===== src/rtl/seg7_scan_decoder_pkg.sv =====
// Shared constants for active-low seven-segment display monitors.
// Segment codes match the encoder: bit0=a ... bit6=g, a lit segment reads 0.
package seg7_scan_decoder_pkg;

   localparam logic [6:0] SEG_0 = 7'h40;
   localparam logic [6:0] SEG_1 = 7'h79;
   localparam logic [6:0] SEG_2 = 7'h24;
   localparam logic [6:0] SEG_3 = 7'h30;
   localparam logic [6:0] SEG_4 = 7'h19;
   localparam logic [6:0] SEG_5 = 7'h12;
   localparam logic [6:0] SEG_6 = 7'h02;
   localparam logic [6:0] SEG_7 = 7'h78;
   localparam logic [6:0] SEG_8 = 7'h00;
   localparam logic [6:0] SEG_9 = 7'h18;

   localparam logic [3:0] BCD_INVALID = 4'hF;

   // ST_ prefix keeps the state names clear of the SETTLE parameter
   typedef enum logic [1:0] {
      ST_WAIT_AN  = 2'd0,
      ST_SETTLE   = 2'd1,
      ST_CAPTURE  = 2'd2,
      ST_HOLD     = 2'd3
   } cap_state_e;

endpackage


===== src/rtl/seg7_to_bcd.sv =====
// Combinational decode of an active-low segment pattern back to BCD.
// Unknown patterns give BCD_INVALID with the invalid flag raised.
module seg7_to_bcd
   import seg7_scan_decoder_pkg::*;
(
   input  logic [6:0] seg_i,
   output logic [3:0] bcd_o,
   output logic       invalid_o
);

   always_comb begin
      bcd_o     = BCD_INVALID;
      invalid_o = 1'b0;
      case (seg_i)
         SEG_0:   bcd_o = 4'd0;
         SEG_1:   bcd_o = 4'd1;
         SEG_2:   bcd_o = 4'd2;
         SEG_3:   bcd_o = 4'd3;
         SEG_4:   bcd_o = 4'd4;
         SEG_5:   bcd_o = 4'd5;
         SEG_6:   bcd_o = 4'd6;
         SEG_7:   bcd_o = 4'd7;
         SEG_8:   bcd_o = 4'd8;
         SEG_9:   bcd_o = 4'd9;
         default: invalid_o = 1'b1;
      endcase
   end

endmodule


===== src/rtl/seg7_scan_decoder.sv =====
// Monitors a multiplexed active-low 7-segment bus, recovers each digit once its
// anode has settled, and publishes a frame after MATCH identical frames.
module seg7_scan_decoder
   import seg7_scan_decoder_pkg::*;
#(
   parameter int NDIG   = 4,
   parameter int SETTLE = 3,
   parameter int MATCH  = 2
) (
   input  logic                iClk,
   input  logic                iRst,
   input  logic [6:0]          iSeg,
   input  logic [NDIG-1:0]     iAn,
   output logic [4*NDIG-1:0]   oBCD,
   output logic                oValid,
   output logic                oErr,
   input  logic                iErrClr
);

   localparam int          IW       = $clog2(NDIG);
   localparam logic [3:0]  SETTLE_L = 4'(SETTLE);
   localparam logic [2:0]  MATCH_L  = 3'(MATCH);

   cap_state_e           state_q;
   logic [3:0]           cnt_q;
   logic [IW-1:0]        cur_q;
   logic [NDIG-1:0]      an_q;
   logic [4*NDIG-1:0]    shadow_q;
   logic [4*NDIG-1:0]    prev_q;
   logic [NDIG-1:0]      mask_q;
   logic [2:0]           match_q;
   logic [2:0]           match_d;
   logic                 publish_d;

   logic [3:0]           dec_bcd;
   logic                 dec_inv;
   logic [IW-1:0]        an_idx;
   logic                 an_onehot;
   logic                 an_multi;
   logic                 frame_end;
   logic                 frame_bad;
   logic                 err_set;

   seg7_to_bcd u_dec (
      .seg_i     (iSeg),
      .bcd_o     (dec_bcd),
      .invalid_o (dec_inv)
   );

   always_comb begin
      int unsigned n_low;
      n_low  = 0;
      an_idx = '0;
      for (int unsigned k = 0; k < NDIG; k++) begin
         if (!iAn[k]) begin
            n_low++;
            an_idx = IW'(k);
         end
      end
      an_onehot = (n_low == 1);
      an_multi  = (n_low > 1);
   end

   assign err_set   = an_multi || (state_q == ST_CAPTURE && dec_inv);
   assign frame_end = &mask_q;

   // A frame holding any invalid digit restarts the match count from zero
   always_comb begin
      frame_bad = 1'b0;
      for (int unsigned k = 0; k < NDIG; k++) begin
         if (shadow_q[4*k +: 4] == BCD_INVALID) frame_bad = 1'b1;
      end
      match_d   = match_q;
      publish_d = 1'b0;
      if (frame_bad) begin
         match_d = 3'd0;
      end else if (shadow_q == prev_q) begin
         if (match_q < MATCH_L) begin
            match_d   = match_q + 3'd1;
            publish_d = (match_q + 3'd1 == MATCH_L);
         end
      end else begin
         match_d   = 3'd1;
         publish_d = (MATCH_L == 3'd1);
      end
   end

   always_ff @(posedge iClk) begin
      if (iRst) begin
         state_q  <= ST_WAIT_AN;
         cnt_q    <= '0;
         cur_q    <= '0;
         an_q     <= '1;
         shadow_q <= '0;
         prev_q   <= '0;
         mask_q   <= '0;
         match_q  <= '0;
         oBCD     <= '0;
         oValid   <= 1'b0;
         oErr     <= 1'b0;
      end else begin
         oValid <= 1'b0;
         if (err_set)      oErr <= 1'b1;
         else if (iErrClr) oErr <= 1'b0;

         if (frame_end) begin
            prev_q  <= shadow_q;
            mask_q  <= '0;
            match_q <= match_d;
            if (publish_d) begin
               oBCD   <= shadow_q;
               oValid <= 1'b1;
            end
         end

         if (an_multi) begin
            state_q <= ST_WAIT_AN;
         end else begin
            unique case (state_q)
               ST_WAIT_AN: if (an_onehot) begin
                  cur_q   <= an_idx;
                  an_q    <= iAn;
                  cnt_q   <= 4'd1;
                  state_q <= (SETTLE <= 1) ? ST_CAPTURE : ST_SETTLE;
               end
               ST_SETTLE: begin
                  if (iAn != an_q) begin
                     state_q <= ST_WAIT_AN;
                  end else begin
                     cnt_q <= cnt_q + 4'd1;
                     if (cnt_q + 4'd1 >= SETTLE_L) state_q <= ST_CAPTURE;
                  end
               end
               ST_CAPTURE: begin
                  shadow_q[{cur_q, 2'b00} +: 4] <= dec_bcd;
                  mask_q[cur_q]                 <= 1'b1;
                  state_q                       <= ST_HOLD;
               end
               ST_HOLD: if (iAn != an_q) state_q <= ST_WAIT_AN;
            endcase
         end
      end
   end

endmodule


===== config.mk =====
export PLATFORM = sky130hd
export DESIGN_NAME = seg7_scan_decoder
export DESIGN_NICKNAME = d
export VERILOG_FILES = /design/src/rtl/seg7_scan_decoder_pkg.sv /design/src/rtl/seg7_to_bcd.sv /design/src/rtl/seg7_scan_decoder.sv
export SDC_FILE = /design/constraint.sdc
export NUM_CORES = 1
export LEC_CHECK = 0
export ABC_AREA = 1
export CAP_MARGIN = 40
export CORE_MARGIN = 1.5
export CORE_UTILIZATION = 60
export CTS_BUF_LIST = sky130_fd_sc_hd__clkbuf_4 sky130_fd_sc_hd__clkbuf_8 sky130_fd_sc_hd__clkbuf_16
export CTS_CLUSTER_DIAMETER = 60
export DETAILED_ROUTE_END_ITERATION = 6
export GPL_TIMING_DRIVEN = 0
export PLACE_DENSITY = 0.82
export SYNTH_ARGS = -nofsm -noshare
export SYNTH_HDL_FRONTEND = slang
export SYNTH_SLANG_ARGS = --single-unit

===== constraint.sdc =====
create_clock -name iClk -period 3 [get_ports iClk]
set_input_delay 0.3 -clock iClk [delete_from_list [all_inputs] [get_ports iClk]]
set_output_delay 0.3 -clock iClk [all_outputs]
set_load 0.03 [all_outputs]

# --- Word level (Yosys, flattened, before mapping) ---
# Index checks and enable logic that the tools add are counted.
classes:
  addsub: 6
  order_cmp: 5
  n_eq_ne: 25
  shift: 2
  muxes: 37
  n_bitwise: 3
  n_reduce_logical: 17
op_table:
  columns: ["op", "count"]
  rows:
  - ["$add 32x1->32 const B", 3]
  - ["$mux 32", 3]
  - ["$pmux 4 s10", 1]
  - ["$eq 32x1->1 const B", 1]
  - ["$gt 32x1->1 const B", 1]
  - ["$mux 4", 6]
  - ["$eq 7x5->1 const B", 3]
  - ["$eq 7x7->1 const B", 3]
  - ["$bwmux 16", 1]
  - ["$eq 16x16->1", 1]
  - ["$eq 4x4->1 const B", 4]
  - ["$shift 4x6->16 const A", 1]
  - ["$shiftx 4x6->16", 1]
  - ["$eq 7x6->1 const B", 2]
  - ["$mux 1", 14]
  - ["$mux 2", 6]
  - ["$reduce_and 5->1", 2]
  - ["$reduce_or 10->1", 1]
  - ["$mux 3", 3]
  - ["$pmux 2 s4", 1]
  - ["$pmux 4 s2", 1]
  - ["$reduce_and 4->1", 2]
  - ["$eq 7x2->1 const B", 1]
  - ["$logic_not 7->1", 1]
  - ["other kinds (24)", 32]
word_totals:
  regBits: 69

# --- Depth between registers and ports, before layout ---
depth:
  ltp_word: 10
  depth_mapped: 17
  depth_no_buf: 17

# --- Cells and area by module ---
# A second synthesis with hierarchy kept.
unflattened:
  hier_cells: 556
  hier_area_um2: 3739.8
modules_own_cells:
  columns: ["module", "n_inst", "cells_each", "area_per_inst_um2", "seq_area_each_um2"]
  rows:
  - ["seg7_scan_decoder", 1, 499, 3475.8, 1381.3]
  - ["seg7_to_bcd", 1, 57, 264.0, 0.0]

# --- Least setup slack after synthesis ---
# No wires, ideal clock.
synth_path:
  path_kind: "input -> register"
  startpoint: "in iAn[0]"
  endpoint: "reg an_q[0]"
  setup_ps: 126
  t_arrival_ps: 2011
  path_slack_ps: 863
  stages: 16
  path_buffers: 0
  cell_sequence: "inv_1 ha_1 inv_1 nand2_1 nand2_1 inv_2 ha_1 or2_1 nand2_2 inv_1 a21oi_2 nand2_1 nor2_2 inv_2 nand2_1 o211ai_2"
synth_via:
  elab_chain_cells: 10
synth_lines:
  columns: ["element", "line_no", "text"]
  rows:
  - ["start, declared", "seg7_scan_decoder.sv:13", "input logic [NDIG-1:0] iAn,"]
  - ["$mux 1", "seg7_scan_decoder.sv:55", "if (!iAn[k]) begin"]
  - ["$add 32x1->32", "seg7_scan_decoder.sv:56", "n_low++;"]
  - ["$mux 32", "seg7_scan_decoder.sv:55", null]
  - ["$add 32x1->32", "seg7_scan_decoder.sv:56", null]
  - ["$mux 32", "seg7_scan_decoder.sv:55", null]
  - ["$add 32x1->32", "seg7_scan_decoder.sv:56", null]
  - ["$mux 32", "seg7_scan_decoder.sv:55", null]
  - ["$gt 32x1->1", "seg7_scan_decoder.sv:61", "an_multi = (n_low > 1);"]
  - ["$not 1->1 (no source line)", null, null]
  - ["$reduce_and 3->1 (no source line)", null, null]
  - ["end signal, assigned", "seg7_scan_decoder.sv:122", "an_q <= iAn;"]
  - ["end, declared", "seg7_scan_decoder.sv:27", "logic [NDIG-1:0] an_q;"]
# Parallel ways exist; a longest one is shown, timed or not.
# A chain may end at the register's enable or synchronous reset.

# --- Worst setup path in the final report ---
layout_path:
  startpoint: "in iAn[1]"
  endpoint: "reg cnt_q[2]"
layout_via:
  elab_chain_cells: 8
layout_lines:
  columns: ["element", "line_no", "text"]
  rows:
  - ["$mux 32", "seg7_scan_decoder.sv:55", null]
  - ["$add 32x1->32", "seg7_scan_decoder.sv:56", null]
  - ["$mux 32", "seg7_scan_decoder.sv:55", null]
  - ["$add 32x1->32", "seg7_scan_decoder.sv:56", null]
  - ["$mux 32", "seg7_scan_decoder.sv:55", null]
  - ["$gt 32x1->1 or $eq 32x1->1 (tied branches)", "seg7_scan_decoder.sv:61, seg7_scan_decoder.sv:60", null]
  - ["$not 1->1 (no source line) or $ne 2x2->1 (tied branches)", null, null]
  - ["$reduce_and 4->1 (no source line) (*)", null, null]
  - ["end signal, assigned", "seg7_scan_decoder.sv:130", "cnt_q <= cnt_q + 4'd1;"]
  - ["end, declared", "seg7_scan_decoder.sv:25", "logic [3:0] cnt_q;"]
# Every way passes the cells marked *; elsewhere a longest branch is shown, timed or not.

==> metrics.yaml <==
outcome:
  status: "finished, final reports clean"
clocking:
  numCtsBuffers: 9
  clk_pin_slew_ps: 70
  clock_latency_ps: 350
  cts_resized: 0
  clock_sinks: 69
  cts_hold_buffers: 0
  cts_tree: "yes"
  post_cts_buffers: 0
  root_buffer: "clkbuf_8"
  htreeDepth: 3
  clockBufferDepth: 2
synthesis:
  postSynthAreaPerCell_sq_um: 6.82
  synth_warnings: 0
  yosys.area.top_type: "dfxtp_1"
  synth_cell_types: 34
  postSynthCellCount: 546
  ys_top_cells_by_area: "dfxtp_1 37%, nand2_1 14%, nor2_1 11%, inv_1 5.7%, ha_1 5.4%"
  synth_top_area_share_pct: 37.1
  syn_nets: 576
  synth.ff_latch_count: 69
  syn_area_sq_um: 3720
  yosysSeqAreaShare_pct: 37.1
worst_setup_path:
  crit_buf_inv: 4
  worstPathArrival_ps: 2980
  crit_top_cell: "nand2_1"
  slowest_stage: "clkdlybuf4s50_1"
  max_stage_delay_ps: 530
  required_ps: 3240
  cp-start-kind: "primary input"
  critical_path.max_fanout: 4
  critPathKind: "primary input to flop"
  worst_path_dominant_cell_family: "simple AND/OR/NAND/NOR gates"
  crit_path_end_kind: "flop"
  cp_cell_sequence: "clkdlybuf4s50_1, inv_1, ha_1, nand2_1, nand2_1, inv_2, ha_1, or2_1, nand2_2, inv_1, a21oi_2, nand2_1, nand2_1, nand3_1, o21ai_0, nor2_1"
timing:
  setup_ws_ps: 261
  timing.fmax_mhz: 365
  setup_viol: 0
  fin_skew_ps: 12.7
  worst_pin_slew_ps: 479
  finalCriticalPeriod_ps: 2740
  tns_ps: 0
  rsz0062_at_grt: "no"
  slew_viol_final: 0
  hold_violations: 0
  fin_crit_sh_pct: 91.3
  slew_headroom_pct: 68.0
final_layout:
  layout_common_cells: "136 x nand2_1, 107 x nor2_1, 69 x dfxtp_1, 57 x inv_1, 32 x a21oi_1"
  fillCellCount: 505
  drive_gt1_share_pct: 8.63
  final_common_cell: "nand2_1"
  diodes: 0
  stdcell_area_sq_um: 4330
  final_nets: 616
  utilization_pct: 72.7
  area_growth_pct: 16.3
grt:
  grt_first_pass_wirelength_mm: 14.3
  grt_pass1_vias: 3213
  grt-ovfl-total: 0
  antenna_found_initial: 0
  track_usage_pct: 28.0
  grt_max_degree: 13
placed_design:
  hpwl_mm: 6.38
  port_buffers: 29
  gp_congestion: 0.930
  dpl-instance-area_sq_um: 4110
  preCtsSetupSlack_ps: -28.1
route:
  dr.pass1.iters: 5
  finalWirelength_mm: 8.69
  wl_per_cell_um: 13.0
  via_per_inst: 5.28
  drt-initial-drc-count: 224
  detail-route-antenna-nets: 0
  routed-via-count: 3518
  drc: 0
run:
  drv_cap: 0
floorplanning:
  placementRows: 28
  num_io_pins: 32
  die_x_um: 81.8
  initial_core_util_pct: 62.5
  dieArea_sq_um: 6680
  coreArea_sq_um: 5960
  die_h_um: 81.8
pwr:
  powerDensity_nw_per_um2: 469
  finalPower_w: 0.00203
  ir_drop_mv: 0.357
  p_leak_nw: 2.04
min_path:
  min_path_type: "primary input to flop"
==> cell type report <==
| type | count | area, sq um | share of cell area (%) |
|---|---|---|---|
| Multi-Input combinational cell | 398 | 2010 | 46.5 |
| Sequential cell | 69 | 1380 | 31.9 |
| Timing Repair Buffer | 29 | 290 | 6.71 |
| Inverter | 64 | 240 | 5.55 |
| Clock buffer | 10 | 138 | 3.18 |
| Tap cell | 75 | 93.8 | 2.17 |
| Clock inverter | 6 | 86.3 | 1.99 |
| Buffer | 15 | 85.1 | 1.97 |
==> worst paths after layout <==
kind | slack, ps | end | from | depth (start not counted)
max | 260 | cnt_q[2] | iAn[1] | 16
min reg2reg | 470 | prev_q[6] | prev_q[6] | 2
min | 170 | cur_q[1] | iAn[3] | 2
max reg2reg | 1120 | oBCD[0] | match_q[0] | 8
==> stage by stage <==
stage | instances | hold WS, ps
floorplan | 546 | 441
global placement | 650 | 454
detailed placement | 650 | 462
CTS | 666 | 168
global route | 666 | 174
finish | 666 | 172
==> cells by family after synthesis <==
logic type | Yosys count | synth area share (%)
compound gates | 63 | 9.11
xor+xnor | 17 | 4.00
fa+ha+maj | 16 | 5.38
buf+inv | 79 | 8.74
flops | 69 | 37.1
simple gates | 302 | 35.6
==> state kept, by name, indices dropped and copies added, names as in the netlist, named ones only <==
name      count
cnt_q         4
an_q          4
prev_q       16
state_q       1
match_q       3
oValid        1
mask_q        4
cur_q         2
oErr          1
oBCD         16
shadow_q     16
==> where the power goes <==
group / total (W) / internal, W / switching, W
Combinational: 0.000228 / 0.0000787 / 0.000150
Sequential: 0.000948 / 0.000932 / 0.0000157
Clock: 0.000853 / 0.000489 / 0.000364
==> synthesized netlist by cell type <==
cell      number
nand2_1      136
nor2_1       107
dfxtp_1       69
inv_1         57
a21oi_1       32
o21ai_0       25
nand3_1       20
ha_1          16
nand4_1       15
xor2_1        11
clkbuf_1       6
inv_2          6
xnor2_1        6
buf_2          5
nor2_4         5
nand2_2        4
nor2_2         4
buf_6          3
nand2_4        2
nor3_1         2
o211ai_2       2
a21oi_2        1
buf_1          1
clkinv_1       1
nand3b_1       1
nand4_2        1
nand4_4        1
nor2_8         1
nor3b_1        1
o211ai_1       1
o21a_1         1
o21ai_1        1
or2_0          1
or2_1          1
==> layer usage <==
metal | global-route usage [%] | share of wire, %
met3 | 7.00 | 5.7
met5 | 0 | 0
met2 | 48.0 | 47
met4 | 10.2 | 2.4
met1 | 33.7 | 45
Note: power is estimated with default switching activity, not from simulation.
